`config.mk`:
```
export PLATFORM = sky130hd
export DESIGN_NAME = drum_sequencer
export DESIGN_NICKNAME = d
export VERILOG_FILES = /design/src/rtl/drum_pkg.sv /design/src/rtl/step_timer.sv /design/src/rtl/drum_sequencer.sv
export SDC_FILE = /design/constraint.sdc
export NUM_CORES = 1
export LEC_CHECK = 0
export CORE_ASPECT_RATIO = 0.8
export CORE_MARGIN = 2
export CORE_UTILIZATION = 35
export CTS_BUF_LIST = sky130_fd_sc_hd__clkbuf_2
export CTS_CLUSTER_SIZE = 12
export DETAILED_ROUTE_END_ITERATION = 10
export MAX_ROUTING_LAYER = met4
export PLACE_DENSITY = 0.6
export SYNTH_ARGS = -nofsm -noshare
export SYNTH_HDL_FRONTEND = slang
export SYNTH_SLANG_ARGS = --single-unit
```
`constraint.sdc`:
```
create_clock -name clk -period 8.1 [get_ports clk]
set_input_delay 0.81 -clock clk [delete_from_list [all_inputs] [get_ports clk]]
set_output_delay 0.81 -clock clk [all_outputs]
set_load 0.05 [all_outputs]
```
`src/rtl/drum_pkg.sv`:
```
// drum_pkg: voice ids, sequencer state encoding and step geometry shared by the drum sequencer.
package drum_pkg;

    localparam logic [1:0] KICK  = 2'd0;
    localparam logic [1:0] SNARE = 2'd1;
    localparam logic [1:0] HAT   = 2'd2;
    localparam logic [1:0] CLAP  = 2'd3;

    localparam int STEPS  = 16;
    localparam int STEP_W = $clog2(STEPS);

    typedef enum logic [1:0] {
        STOP = 2'd0,
        FIRE = 2'd1,
        WAIT = 2'd2
    } state_e;

    // Lowest-numbered set voice wins; only meaningful when h != 0.
    function automatic logic [1:0] first_voice(input logic [3:0] h);
        return h[KICK] ? KICK : h[SNARE] ? SNARE : h[HAT] ? HAT : CLAP;
    endfunction

endpackage

```
`src/rtl/step_timer.sv`:
```
// step_timer: loadable down-counter that parks at zero and flags it.
module step_timer #(
    parameter int W = 8
) (
    input  logic         clk,
    input  logic         resetn,
    input  logic         load_i,
    input  logic [W-1:0] load_val_i,
    input  logic         dec_i,
    output logic         done_o
);

    logic [W-1:0] cnt_q, cnt_d;

    always_comb begin
        cnt_d = load_i ? load_val_i : (dec_i && cnt_q != '0) ? cnt_q - W'(1) : cnt_q;
    end

    always_ff @(posedge clk) begin
        if (!resetn) cnt_q <= '0;
        else         cnt_q <= cnt_d;
    end

    assign done_o = (cnt_q == '0);

endmodule

```
`src/rtl/drum_sequencer.sv`:
```
// drum_sequencer: 16-step, 4-voice pattern sequencer driving the sample player's go/sel/en.
module drum_sequencer
    import drum_pkg::*;
#(
    parameter int TICKS_PER_STEP = 6250000
) (
    input  logic              clk,
    input  logic              resetn,
    input  logic              play,
    input  logic [1:0]        tempo,
    input  logic              edit_wr,
    input  logic [STEP_W-1:0] edit_step,
    input  logic [1:0]        edit_voice,
    input  logic              edit_val,
    output logic              go,
    output logic [2:0]        sel,
    output logic              en,
    output logic [STEP_W-1:0] step,
    output logic [3:0]        step_hits
);

    localparam int TW = $clog2(TICKS_PER_STEP + 1);

    if ((TICKS_PER_STEP >> 3) < 2) begin : g_bad_ticks
        $error("drum_sequencer: TICKS_PER_STEP>>3 must be >= 2");
    end

    state_e                  state_q, state_d;
    logic [STEPS-1:0][3:0]   pattern_q, pattern_d;
    logic [STEP_W-1:0]       step_q, step_d;
    logic [3:0]              hits_q, hits_d;
    logic [2:0]              sel_q, sel_d;
    logic                    go_q, go_d, en_q, en_d;
    logic [TW-1:0]           load_val;
    logic                    tick_done;

    // FIRE costs one cycle, so the timer covers the remaining P-1 cycles.
    assign load_val = TW'(TICKS_PER_STEP >> tempo) - TW'(2);

    step_timer #(.W(TW)) u_timer (
        .clk        (clk),
        .resetn     (resetn),
        .load_i     (state_q == FIRE),
        .load_val_i (load_val),
        .dec_i      (state_q == WAIT),
        .done_o     (tick_done)
    );

    always_comb begin
        state_d = state_q;
        step_d  = step_q;
        unique case (state_q)
            STOP: begin
                state_d = play ? FIRE : STOP;
                step_d  = '0;
            end
            FIRE: state_d = WAIT;
            WAIT: begin
                state_d = tick_done ? FIRE : WAIT;
                step_d  = tick_done ? step_q + STEP_W'(1) : step_q;
            end
            default: state_d = STOP;
        endcase
        if (!play) begin
            state_d = STOP;
            step_d  = '0;
        end
    end

    // go/sel read the pre-edit pattern so a same-edge write never alters a trigger.
    always_comb begin
        pattern_d = pattern_q;
        if (edit_wr) pattern_d[edit_step][edit_voice] = edit_val;
        hits_d = pattern_d[step_d];
        go_d   = (state_d == FIRE) && (pattern_q[step_d] != 4'd0);
        sel_d  = go_d ? {1'b0, first_voice(pattern_q[step_d])} : sel_q;
        en_d   = (state_d != STOP);
    end

    always_ff @(posedge clk) begin
        if (!resetn) begin
            state_q   <= STOP;
            pattern_q <= '0;
            step_q    <= '0;
            hits_q    <= '0;
            sel_q     <= '0;
            go_q      <= 1'b0;
            en_q      <= 1'b0;
        end else begin
            state_q   <= state_d;
            pattern_q <= pattern_d;
            step_q    <= step_d;
            hits_q    <= hits_d;
            sel_q     <= sel_d;
            go_q      <= go_d;
            en_q      <= en_d;
        end
    end

    assign go        = go_q;
    assign sel       = sel_q;
    assign en        = en_q;
    assign step      = step_q;
    assign step_hits = hits_q;

endmodule

```
==> impl_metrics.csv <==
group,metric,value,unit
global_routing,grt_antenna_before_repair,1,
drt,ant_nets,0,
floorplan,initial_utilization,35.6,%
power,pwr_density_cell,144,nW/um^2
worst_setup_path,required,8.75,ns
floorplan,fp.dieW,149,microns
global_routing,grt_pass1_wl,26800,microns
cts,cts_resized,0,
min_path,hp-class,"flip-flop to flip-flop",
finish,drive_above_1_share,8.32,%
power,power.total,0.912,mW
floorplan,core,16400,sq um
place,port_buffers,24,
worst_setup_path,cp_data_arrival_time,4.88,ns
worst_setup_path,ff2ff_path_depth,11,
timing,maxSlewViolCount,0,
min_path,hold_start,"sel[0]",
synth,syn_area,5850,sq um
worst_setup_path,startpoint_type,"flip-flop",
place,dp_hpwl,11300,microns
global_routing,grt_max_degree,65,
floorplan,fp.dieH,120,microns
drt,via_per_inst,5.47,
timing,fmax,237,MHz
worst_setup_path,critical_path_class,"flip-flop to flip-flop",
global_routing,overflow,0,
drt,drc,0,
drt,wl,16600,microns
floorplan,io_pins,26,
finish,design_area,6360,sq um
power,power_leakage,2.57,nW
worst_setup_path,cp-end-kind,"flip-flop",
drt,dr.pass1.iters,5,
cts,path_clk_slew,0.35,ns
timing,rsz0062_at_grt,"no",
global_routing,track_usage,19.7,%
synth,synth-edff-count,0,
drt,wire_per_inst,17.2,microns
power,ir_worst_vdd,0.0000665,V
finish,layout.nets,756,
cts,ctsHoldBuffers,0,
cts,cts_buffer_depth,2,
place,gp_congestion,0.886,
timing,fin_skew,0.0695,ns
min_path,hold_end,"sel[0]",
timing,max-slew-margin-rel,22.9,%
cts,postCtsSetupBuffers,0,
synth,async_flop_share,0,%
synth,synthFlopType,"dfxtp_1",
finish,fill_cells,1702,
synth,synthDistinctLibCells,61,
job,maxCapViolations,0,
cts,clk-insertion-delay-late,0.68,ns
drt,vias,5286,
timing,tightest_slew,1.15,ns
synth,yosysSeqAreaShare,34.5,%
cts,cts_tree,"built",
place,placed_area,6250,sq um
global_routing,grt_pass1_vias,4909,
cts,root_buffer,"clkbuf_2",
timing,period_share,52.1,%
worst_setup_path,r2r_start,"u_timer.cnt_q[12]",
cts,cts_buffers,9,
timing,finalSetupViolations,0,
floorplan,row_count,42,
worst_setup_path,crit_fanout,25,
cts,cts-htree-levels,3,
synth,synth.avg_cell_area,7.87,sq um
timing,timing_hold_violations_final,0,
synth,syn_inst,744,
worst_setup_path,r2r_end,"sel[0]",
worst_setup_path,rrSetupSlack,3.88,ns
min_path,hold_depth,2,
synth,syn_nets,760,
drt,drtIter0Drc,463,
status,status,"finished, final reports clean",
finish,syn2layout_area_growth,8.57,%
cts,cts.sinks,101,
synth,yosysWarnings,0,
synth,ys_ff_latch,101,
timing,period_needed,4.22,ns
timing,final.setup.tns,0,ns
floorplan,die_area,17800,sq um
[synth_stat cells (4+ instances only)]
cell	count	share of area, %
a211oi_1	12	1.5
dfxtp_1	101	35
a31oi_1	7	0.75
xnor2_1	6	0.90
or3_1	7	0.75
xor2_1	6	0.90
nor2_1	132	8.5
clkbuf_1	28	1.8
inv_1	7	0.45
nor4_1	7	0.75
buf_2	11	0.94
o21ai_0	16	1.4
nand2_1	112	7.2
nor3_1	21	1.8
mux2_2	13	2.5
a21oi_1	31	2.7
o22ai_1	4	0.43
or2_2	7	0.75
o211ai_1	13	1.7
mux2i_1	96	16
nand2b_1	9	0.96
nand3_1	24	2.1
buf_1	8	0.51
nor3b_1	6	0.77
a311oi_1	4	0.60
nand3b_1	4	0.51
[flip-flops by register name, indices dropped and copies added (netlist names)]
name	cells
u_timer.cnt_q	23
pattern_q	64
state_q	2
go	1
en	1
sel	2
step	4
step_hits	4
[where the power goes]
| group | internal [mW] | switching (mW) | total [mW] |
|---|---|---|---|
| logic | 0.0468 | 0.0959 | 0.143 |
| registers | 0.511 | 0.0127 | 0.524 |
| clock network | 0.0495 | 0.196 | 0.245 |
[layout by cell type (no fill, tap or decap), types with 4 or more instances in the layout]
master and count:
o211ai_1 13, nor3b_1 6, dfxtp_1 101, clkbuf_2 10, inv_1 6, or3_1 7
nand3b_1 4, clkdlybuf4s50_1 23, nand2b_1 9, mux2_2 13, nand3_1 23, nand2_1 112
o21ai_0 16, nor2_1 131, xnor2_1 6, a211oi_1 12, a21oi_1 31, mux2i_1 96
a31oi_1 7, nor4_1 7, nor3_1 20, xor2_1 6, buf_4 10, or2_2 7
o22ai_1 4, a311oi_1 4
[worst max-delay path, stage by stage (launching register included)]
cell and delay [ns]:
dfxtp_1 0.43, nor4_1 0.98, and4b_1 0.37, a21oi_1 0.18, nor2_4 0.48, buf_4 0.39
mux2i_1 0.27, a2111oi_2 0.11, nor4_4 0.32, nand3_2 0.15, o31ai_4 0.32, mux2i_1 0.21
[through the flow]
| step | hold slack (ns) | util (%) | instances | worst slack (ns) |
|---|---|---|---|---|
| 6_report | 0.524 | 38.6 | 966 | 3.88 |
| 5_1_grt | 0.547 | 38.6 | 966 | 3.56 |
| 4_1_cts | 0.527 | 38.6 | 965 | 3.89 |
| 3_5_place_dp | 0.479 | 38.0 | 949 | 3.84 |
| 3_3_place_gp | 0.472 | 38.0 | 949 | 3.99 |
| 2_1_floorplan | 0.447 | - | 744 | 4.66 |
[cell families after synthesis]
kind of cell | share of synthesized area, %
simple gates | 27.5
compound gates | 12.5
mux | 18.9
flops | 34.5
buf+inv | 4.02
xor+xnor | 1.80
fa+ha+maj | 0.641
other cells | 0.0641
[worst max-delay path by stage]
stage / startpoint / end / slack [ns] / cells past startpoint
after global placement: play / sel[1] / 3.99 / 12
after detailed placement: play / sel[1] / 3.84 / 12
after CTS: u_timer.cnt_q[12] / sel[0] / 3.89 / 11
after global routing: u_timer.cnt_q[12] / sel[0] / 3.56 / 11
final: u_timer.cnt_q[12] / sel[0] / 3.88 / 11
after floorplan: u_timer.cnt_q[5] / sel[0] / 4.66 / 12
[cell type report]
type / instances / area, sq um / area share, %
Inverter: 7 / 26.3 / 0.413
Tap cell: 220 / 275 / 4.33
Multi-Input combinational cell: 587 / 3610 / 56.9
Timing Repair Buffer: 34 / 310 / 4.88
Antenna cell: 1 / 2.50 / 0.0394
Clock buffer: 10 / 50.0 / 0.787
Sequential cell: 101 / 2020 / 31.8
Clock inverter: 6 / 55.1 / 0.866
[layer usage]
layer  vias to the layer above  routed length [microns]  track usage, %
met5                         -                        0               -
met4                         0                      337            5.60
met1                      2518                     8410            28.8
li1                       2604                        -               -
met3                        24                      831            3.76
met2                       140                     7000            27.6
No activity file was read; power rests on OpenSTA's default activity.
